==> config.mk <==
export PLATFORM = sky130hd
export DESIGN_NAME = filt_bram_loader
export DESIGN_NICKNAME = d
export VERILOG_FILES = /design/src/rtl/filt_bram_loader.sv
export SDC_FILE = /design/constraint.sdc
export NUM_CORES = 1
export LEC_CHECK = 0
export BUFFER_PORTS_ARGS = -buffer_cell sky130_fd_sc_hd__buf_2
export CAP_MARGIN = 30
export CORE_AREA = 4 4 95 97
export DETAILED_ROUTE_END_ITERATION = 7
export DIE_AREA = 0 0 99 101
export SETUP_SLACK_MARGIN = 0.15
export SYNTH_ARGS = -nofsm -noshare
export SYNTH_HDL_FRONTEND = slang
export SYNTH_SLANG_ARGS = --single-unit
==> constraint.sdc <==
create_clock -name clk -period 2.8 [get_ports clk]
set_clock_uncertainty 0.2 [all_clocks]
set_input_delay 0.14 -clock clk [delete_from_list [all_inputs] [get_ports clk]]
set_output_delay 0.14 -clock clk [all_outputs]
set_load 0.005 [all_outputs]
==> src/rtl/filt_bram_loader.sv <==
// -----------------------------------------------------------------------------
// filt_bram_loader
//
// Front end of the disparity filtering stage. Packs the raster-order pixel
// stream from block matching into one of two ping-pong frame banks in the
// filter BRAM (row-major), then hands each complete bank to the filter through
// the start/index/idle handshake. The input stream cannot stall, so any frame
// that arrives while no bank is free is dropped and flagged.
//
// Optional build macro:
//   FILT_LOADER_STATS_EN  - when defined, dropped_count counts frame_dropped
//                           and short_frame pulses (saturating). When
//                           undefined, dropped_count is tied to zero.
//
// Ports:
//   clk, reset        clock, synchronous active-high reset
//   in_valid, in_sof  pixel qualifier, first pixel of frame
//   in_disparity      disparity (DISP_BITS)
//   in_confidence     confidence (8)
//   in_gray           gray level (8)
//   wr_addr/index     BRAM write address and bank select
//   wr_data           {disparity, confidence, gray}
//   wr_ena            BRAM write enable, one per accepted pixel
//   filt_start        one-cycle pulse: bank filt_index ready for filtering
//   filt_index        bank handed to the filter, stable until next filt_start
//   filt_idle         filter may accept a start
//   frame_dropped     one-cycle pulse: incoming frame discarded (filter busy)
//   short_frame       one-cycle pulse: SOF arrived before frame completion
//   dropped_count     saturating count of drop/short events
// -----------------------------------------------------------------------------
// state        | meaning
// WAIT_SOF     | ignore pixels until a valid SOF starts a frame
// LOAD         | writing pixels of the current frame into the current bank
// HANDOFF      | bank full, waiting for filter idle to issue filt_start
// -----------------------------------------------------------------------------
module filt_bram_loader #(
    parameter int WIDTH      = 120,
    parameter int HEIGHT     = 240,
    parameter int FRAME_SIZE = WIDTH * HEIGHT,
    parameter int ADDR_W     = $clog2(FRAME_SIZE),
    parameter int DISP_BITS  = 5
) (
    input  logic                  clk,
    input  logic                  reset,
    input  logic                  in_valid,
    input  logic                  in_sof,
    input  logic [DISP_BITS-1:0]  in_disparity,
    input  logic [7:0]            in_confidence,
    input  logic [7:0]            in_gray,
    output logic [ADDR_W-1:0]     wr_addr,
    output logic                  wr_index,
    output logic [DISP_BITS+15:0] wr_data,
    output logic                  wr_ena,
    output logic                  filt_start,
    output logic                  filt_index,
    input  logic                  filt_idle,
    output logic                  frame_dropped,
    output logic                  short_frame,
    output logic [15:0]           dropped_count
);

    localparam logic [1:0] ST_WAIT_SOF = 2'd0;
    localparam logic [1:0] ST_LOAD     = 2'd1;
    localparam logic [1:0] ST_HANDOFF  = 2'd2;

    localparam logic [ADDR_W-1:0] LAST_ADDR = ADDR_W'(FRAME_SIZE - 1);
    localparam logic [ADDR_W-1:0] ONE_ADDR  = ADDR_W'(1);

    // Input register stage: the FSM works on the registered pixel.
    logic                  in_valid_q;
    logic                  in_sof_q;
    logic [DISP_BITS+15:0] in_pix_q;

    always_ff @(posedge clk) begin
        if (reset) begin
            in_valid_q <= 1'b0;
            in_sof_q   <= 1'b0;
            in_pix_q   <= '0;
        end else begin
            in_valid_q <= in_valid;
            in_sof_q   <= in_sof;
            in_pix_q   <= {in_disparity, in_confidence, in_gray};
        end
    end

    logic [1:0]            state_q, state_d;
    logic [ADDR_W-1:0]     addr_q, addr_d;       // address of the next pixel
    logic                  bank_q, bank_d;
    logic [1:0]            holdoff_q, holdoff_d; // filt_idle ignore window
    logic                  wr_ena_q, wr_ena_d;
    logic [ADDR_W-1:0]     wr_addr_q, wr_addr_d;
    logic                  wr_index_q, wr_index_d;
    logic [DISP_BITS+15:0] wr_data_q, wr_data_d;
    logic                  filt_start_q, filt_start_d;
    logic                  filt_index_q, filt_index_d;
    logic                  frame_dropped_q, frame_dropped_d;
    logic                  short_frame_q, short_frame_d;

    always_comb begin
        state_d         = state_q;
        addr_d          = addr_q;
        bank_d          = bank_q;
        holdoff_d       = (holdoff_q != 2'd0) ? holdoff_q - 2'd1 : 2'd0;
        wr_ena_d        = 1'b0;
        wr_addr_d       = wr_addr_q;
        wr_index_d      = wr_index_q;
        wr_data_d       = wr_data_q;
        filt_start_d    = 1'b0;
        filt_index_d    = filt_index_q;
        frame_dropped_d = 1'b0;
        short_frame_d   = 1'b0;

        case (state_q)
            ST_WAIT_SOF: begin
                if (in_valid_q && in_sof_q) begin
                    wr_ena_d   = 1'b1;
                    wr_addr_d  = '0;
                    wr_index_d = bank_q;
                    wr_data_d  = in_pix_q;
                    addr_d     = ONE_ADDR;
                    state_d    = ST_LOAD;
                end
            end

            ST_LOAD: begin
                if (in_valid_q) begin
                    wr_ena_d   = 1'b1;
                    wr_index_d = bank_q;
                    wr_data_d  = in_pix_q;
                    if (in_sof_q) begin
                        // Early SOF: discard the partial frame and restart
                        // this bank with the new frame's first pixel.
                        short_frame_d = 1'b1;
                        wr_addr_d     = '0;
                        addr_d        = ONE_ADDR;
                    end else begin
                        wr_addr_d = addr_q;
                        if (addr_q == LAST_ADDR) begin
                            addr_d  = '0;
                            state_d = ST_HANDOFF;
                        end else begin
                            addr_d = addr_q + ONE_ADDR;
                        end
                    end
                end
            end

            ST_HANDOFF: begin
                // A new frame starting now has nowhere to go; its SOF flags
                // the drop and the rest of it is ignored in WAIT_SOF.
                if (in_valid_q && in_sof_q) begin
                    frame_dropped_d = 1'b1;
                end
                if (filt_idle && (holdoff_q == 2'd0)) begin
                    filt_start_d = 1'b1;
                    filt_index_d = bank_q;
                    bank_d       = ~bank_q;
                    holdoff_d    = 2'd2;
                    state_d      = ST_WAIT_SOF;
                end
            end

            default: begin
                state_d = ST_WAIT_SOF;
            end
        endcase
    end

    always_ff @(posedge clk) begin
        if (reset) begin
            state_q         <= ST_WAIT_SOF;
            addr_q          <= '0;
            bank_q          <= 1'b0;
            holdoff_q       <= 2'd0;
            wr_ena_q        <= 1'b0;
            wr_addr_q       <= '0;
            wr_index_q      <= 1'b0;
            wr_data_q       <= '0;
            filt_start_q    <= 1'b0;
            filt_index_q    <= 1'b1;
            frame_dropped_q <= 1'b0;
            short_frame_q   <= 1'b0;
        end else begin
            state_q         <= state_d;
            addr_q          <= addr_d;
            bank_q          <= bank_d;
            holdoff_q       <= holdoff_d;
            wr_ena_q        <= wr_ena_d;
            wr_addr_q       <= wr_addr_d;
            wr_index_q      <= wr_index_d;
            wr_data_q       <= wr_data_d;
            filt_start_q    <= filt_start_d;
            filt_index_q    <= filt_index_d;
            frame_dropped_q <= frame_dropped_d;
            short_frame_q   <= short_frame_d;
        end
    end

    assign wr_ena        = wr_ena_q;
    assign wr_addr       = wr_addr_q;
    assign wr_index      = wr_index_q;
    assign wr_data       = wr_data_q;
    assign filt_start    = filt_start_q;
    assign filt_index    = filt_index_q;
    assign frame_dropped = frame_dropped_q;
    assign short_frame   = short_frame_q;

`ifdef FILT_LOADER_STATS_EN
    // Counts on the same edge that raises the pulse, so the count and the
    // pulse become visible together.
    logic [15:0] dropped_count_q;

    always_ff @(posedge clk) begin
        if (reset) begin
            dropped_count_q <= 16'h0000;
        end else if ((frame_dropped_d || short_frame_d) &&
                     (dropped_count_q != 16'hFFFF)) begin
            dropped_count_q <= dropped_count_q + 16'h0001;
        end
    end

    assign dropped_count = dropped_count_q;
`else
    assign dropped_count = 16'h0000;
`endif

endmodule

==> results of run 1 <==
sequential cells by signal (all words and copies together), names as in the netlist:
| name | cells |
|---|---|
| wr_ena | 1 |
| wr_data | 21 |
| bank_q | 1 |
| wr_index | 1 |
| filt_index | 1 |
| holdoff_q | 2 |
| in_pix_q | 21 |
| addr_q | 15 |
| state_q | 2 |
| wr_addr | 15 |
| filt_start | 1 |
| frame_dropped | 1 |
| in_valid_q | 1 |
| in_sof_q | 1 |
| short_frame | 1 |
worst max path at each step:
stage	start	slack [ns]	cells past startpoint	end
after global placement	addr_q[0]	0.64	7	addr_q[14]
after detailed placement	addr_q[0]	0.58	7	addr_q[14]
final	addr_q[0]	0.51	7	addr_q[14]
after global routing	addr_q[0]	0.36	7	addr_q[5]
after floorplan	addr_q[7]	0.83	7	addr_q[14]
after CTS	addr_q[0]	0.55	7	addr_q[14]
final cells by class:
cell class | instances | area, um^2 | share of cell area [%]
Clock buffer | 10 | 138 | 3.42
Clock inverter | 6 | 93.8 | 2.33
Inverter | 4 | 15.0 | 0.373
Multi-Input combinational cell | 243 | 1330 | 32.9
Sequential cell | 85 | 1700 | 42.2
Tap cell | 105 | 131 | 3.26
Timing Repair Buffer | 96 | 623 | 15.5
synth_stat cells (all sizes together), types with 4 or more instances:
cell    number  share of area (%)
dfxtp       85                 53
nand2       60                7.1
a21oi       33                5.3
nor2        28                3.6
nor2b       23                4.5
buf         20                4.8
clkbuf      18                2.1
a22oi       15                3.5
a31oi        9                1.8
nand3        9                1.4
o21ai        7                1.1
a211oi       4                1.1
inv          4               0.47
nor3         4               0.78
nor4         4                1.2
where the power goes:
group	switching, mW	leakage (nW)	total, mW	internal [mW]
registers	0.0109	0.692	1.24	1.23
clock network	0.441	0.113	0.975	0.534
logic	0.0604	0.815	0.119	0.0588
total	0.512	1.62	2.34	1.83
cell families (layout without fill, tap and decap cells):
kind of cell,Yosys count,in the layout,synth area share [%]
adder cells (fa/ha/maj),1,1,0.390
AND/OR/NAND/NOR,153,153,25.0
XOR/XNOR,1,1,0.273
flip-flops,85,85,53.0
other,1,16,0.117
AO/OA/AOI/OAI,72,72,13.8
buffers and inverters,42,116,7.41
critical path, stage by stage, from the launching register on:
cell     delay [ns]
dfxtp_1        0.43
ha_1           0.26
nand4_1        0.23
nor4_4         0.48
buf_4          0.25
nor2_4         0.05
a31oi_1        0.19
a21oi_1        0.09
what timing repair did:
item	in CTS	in global routing
endpoints found under the hold margin	23	0
gates resized for setup	0	0
hold buffers	23	0
layer usage:
layer | up-vias | GRT usage, %
li1 | 1357 | -
met1 | 1200 | 18.0
met2 | 68 | 24.0
met3 | 8 | 4.22
met4 | 0 | 5.99
met5 | - | 0
cells in the final DEF, fill, tap and decap left out, types with 2 or more instances in the layout:
cell	count
nand2_1	59
nor2_1	26
o21ai_1	3
dfxtp_1	85
clkbuf_8	10
inv_6	2
nand3_1	9
nor3b_1	2
and2_1	2
nand4_1	2
inv_1	4
buf_4	5
and4_1	2
buf_2	67
bufinv_16	2
nand4b_1	2
nor3_1	3
a21oi_1	32
and3_1	3
a22oi_1	15
or4_1	2
conb_1	16
o21ai_0	4
nor4_1	3
a31oi_1	9
dlygate4sd3_1	23
nor2b_1	23
a211oi_1	3
or3_1	2
nand3b_1	2
==> results_dict.tcl, run 1 <==
set metrics [dict create \
    outcome "finished clean" \
    post-route-min-period_ns 2.29 \
    worstHoldPathCells 2 \
    grt_max_degree 50 \
    worst-r2r-cell-count 7 \
    initial_core_util_pct 39.4 \
    placed_area_mm2 0.00357 \
    hold_start "reset" \
    setup_violations 0 \
    cts_root_buf "clkbuf_8" \
    hold_path_end "in_pix_q[10]" \
    finalNetCount 466 \
    worstMarginPinSlew_ns 0.678 \
    drt_iter0_drc 136 \
    grt_remaining_overflow 0 \
    path_clk_slew_ns 0.09 \
    wire_per_inst_um 12.7 \
    cts_buffer_depth 2 \
    post_drt_via_cell_ratio 4.80 \
    portBuffers 67 \
    track_usage_pct 14.6 \
    synth-edff-count 0 \
    vdd_drop_max_v 0.000336 \
    gp_routability_congestion 0.841 \
    critPathKind "flop to flop" \
    setup_slack_ns 0.514 \
    antenna_found_initial 0 \
    placed_cells 510 \
    r2r_end "addr_q[14]" \
    hpwl_um 4480 \
    cp_max_fo 7 \
    ios 84 \
    synth.distinct_cells 48 \
    p_leak_nw 1.62 \
    rsz0062_at_grt "no" \
    cts_buffers 9 \
    row_count 33 \
    die_w_um 99 \
    cp_data_required_time_ns 2.83 \
    cts_tree "yes" \
    maxCapViolCount 0 \
    drv_slew 0 \
    clkSinkCount 85 \
    timing.fmax_mhz 437 \
    drc 0 \
    cp.arrival_ns 2.32 \
    ant_nets 0 \
    cellPowerDensity_mw_per_mm2 580 \
    synth-seq-cells 85 \
    async_reset_ff_share_pct 0 \
    grt_first_pass_wirelength_um 11800 \
    dr.pass1.iters 4 \
    top_layer "met4" \
    setup.worst_path.start_class "flop" \
    reg2reg_slack_ns 0.51 \
    synthesis.area_mm2 0.00321 \
    synth_ff_type "dfxtp_1" \
    post-route-util_pct 49.5 \
    wl_met3_um 408 \
    fp.dieH_um 101 \
    coreArea_mm2 0.00813 \
    final_hold_viol_count 0 \
    insertion_delay_ns 0.35 \
    yosys_warnings 0 \
    min_path_type "input port to flop" \
    final_area_mm2 0.00403 \
    antenna-diode-count 0 \
    worstSetupEndpointType "flop" \
    postCtsSetupBuffers 0 \
    drive_gt1_share_pct 22.3 \
    htreeDepth 3 \
    met2_length_um 3360 \
    fin_hold_ws_ns 0.115 \
    slew_headroom_pct 54.8 \
    die_area_mm2 0.0100 \
    synthCells 355 \
    tns_ns 0 \
    synthToLayoutAreaGrowth_pct 25.5 \
    wl_met1_um 3090 \
    period_share_pct 81.6 \
    worstReg2RegStart "addr_q[0]" \
    ys_seq_area_share_pct 53.0 \
    grt_pass1_vias 2490 \
    drt_wl_total_um 6960 \
    fin_cells 549 \
    final.fill_count 774 \
    syn_area_per_cell_um2 9.04 \
    finalPower_mw 2.34 \
    num_vias 2633 \
    pre_cts_ws_ns 0.583 \
]
Note: power is estimated with default switching activity, not from simulation.
==> run 2, diff against run 1 <==
clock period = 2.3 ns   (was 2.8 ns; I/O delays follow)
==> run 2 against run 1 <==
Core utilization rose by 0.80 points. Flip-flop and latch count did not move. First-iteration DRC count fell by 25%. Worst setup slack got worse by 0.25 ns. Wire length rose by 4.7%. Non-clock buffer count rose by 13. Largest power group unchanged.
==> results_dict.tcl, run 2 (synthesis results as in run 1) <==
set metrics [dict create \
    die_w_um 99 \
    path_clk_slew_ns 0.09 \
    setup.worst_path.start_class "flop" \
    r2r_end "addr_q[10]" \
    wire_per_inst_um 13.0 \
    num_vias 2716 \
    insertion_delay_ns 0.35 \
    portBuffers 67 \
    layout_commonest_cell "dfxtp_1" \
    worst_path_largest_cell_delay_ns 0.50 \
    regArea_mm2 0.00170 \
    setup_violations 0 \
    final_hold_viol_count 0 \
    ant_nets 0 \
    tns_ns 0 \
    min_path_type "input port to flop" \
    worstHoldPathCells 4 \
    grt_remaining_overflow 0 \
    synthToLayoutAreaGrowth_pct 27.6 \
    grt_pass1_vias 2621 \
    worst-r2r-cell-count 6 \
    critPathKind "flop to flop" \
    hold_start "filt_idle" \
    placed_cells 517 \
    vdd_drop_max_v 0.000381 \
    hpwl_um 4690 \
    clkSinkCount 85 \
    mostFrequentLayoutCells "dfxtp_1 (84), buf_2 (68), nand2_1 (59), a21oi_1 (32), dlygate4sd3_1 (28)" \
    row_count 33 \
    cts_buffers 9 \
    drt_iter0_drc 102 \
    finalNetCount 479 \
    drt_wl_total_um 7290 \
    reg2reg_slack_ns 0.27 \
    fp.dieH_um 101 \
    fin_cells 562 \
    maxCapViolCount 0 \
    cpMaxStageDelayCell "or4b_4" \
    cp.arrival_ns 2.07 \
    rsz0062_at_grt "no" \
    multi_input_area_mm2 0.00133 \
    drv_slew 0 \
    cp_data_required_time_ns 2.34 \
    worstSetupEndpointType "flop" \
    outcome "finished clean" \
    cts_root_buf "clkbuf_8" \
    cts_tree "yes" \
    p_leak_nw 1.66 \
    period_share_pct 88.4 \
    initial_core_util_pct 39.4 \
    htreeDepth 3 \
    timing.fmax_mhz 492 \
    antenna_found_initial 0 \
    antenna-diode-count 0 \
    track_usage_pct 15.5 \
    cp_max_fo 6 \
    final.fill_count 764 \
    post_drt_via_cell_ratio 4.83 \
    hold_path_end "filt_start" \
    worstReg2RegStart "addr_q[14]" \
    post-route-util_pct 50.3 \
    grt_max_degree 37 \
    ios 84 \
    grt_first_pass_wirelength_um 12500 \
    drc 0 \
    cts_buffer_depth 2 \
    post-route-min-period_ns 2.03 \
    dr.pass1.iters 6 \
    path_cells "or4b_4 -> nor4_4 -> buf_2 -> a211oi_1 -> o21ai_1 -> a21oi_1" \
    gp_routability_congestion 0.874 \
    drive_gt1_share_pct 23.9 \
    die_area_mm2 0.0100 \
    cellPowerDensity_mw_per_mm2 641 \
    coreArea_mm2 0.00813 \
]
[run 2: final cells by class]
type	instances	area share [%]
clock buffers	9	3.03
clock inverters	7	1.41
repair buffers	109	17.9
well taps	105	3.21
inverters	4	0.367
flip-flops and latches	85	41.6
multi-input cells	243	32.4
[run 2: metrics by stage]
stage / area, um^2 / worst slack, ns / hold WS, ns / power (mW)
floorplan: 3260 / 0.328 / 0.0432 / 1.64
global placement: 3620 / 0.262 / 0.122 / 1.67
detailed placement: 3620 / 0.229 / 0.128 / 1.67
CTS: 4080 / 0.210 / 0.0817 / 2.66
global route: 4090 / 0.149 / 0.139 / 2.76
finish: 4090 / 0.267 / 0.106 / 2.62
[run 2: worst max path at each step]
stage / cells past startpoint / slack (ns) / startpoint / to
2_1_floorplan: 7 / 0.33 / addr_q[7] / addr_q[5]
3_3_place_gp: 7 / 0.26 / addr_q[0] / addr_q[7]
3_5_place_dp: 7 / 0.23 / addr_q[0] / addr_q[7]
4_1_cts: 7 / 0.21 / addr_q[0] / addr_q[7]
5_1_grt: 7 / 0.15 / addr_q[1] / addr_q[10]
6_report: 6 / 0.27 / addr_q[14] / addr_q[10]
[run 2: routing by layer]
layer	global-route usage (%)	up-vias	wire, um
met2	26.0	86	3600
met3	4.71	8	536
met5	0	-	0
met4	5.57	0	81
li1	-	1383	-
met1	18.7	1239	3070
[run 2: where the power goes]
part	internal [mW]	switching, mW	leakage [nW]
sequential	1.50	0.0122	0.692
combinational	0.0800	0.0771	0.881
clock	0.403	0.551	0.0824
[run 2: worst max-delay path, delay by kind of cell, from the launching register on]
| family | cells | cell delay, ns |
|---|---|---|
| flip-flops | 1 | 0.40 |
| buffers and inverters | 1 | 0.24 |
| AO/OA/AOI/OAI | 3 | 0.26 |
| AND/OR/NAND/NOR | 2 | 0.83 |
[run 2: repair_timing]
action / in CTS / in global routing
endpoints found under the setup margin: 0 / 14
hold buffers: 28 / 0
resized for setup: 0 / 3
endpoints found under the hold margin: 30 / 0
buffers inserted: 0 / 0
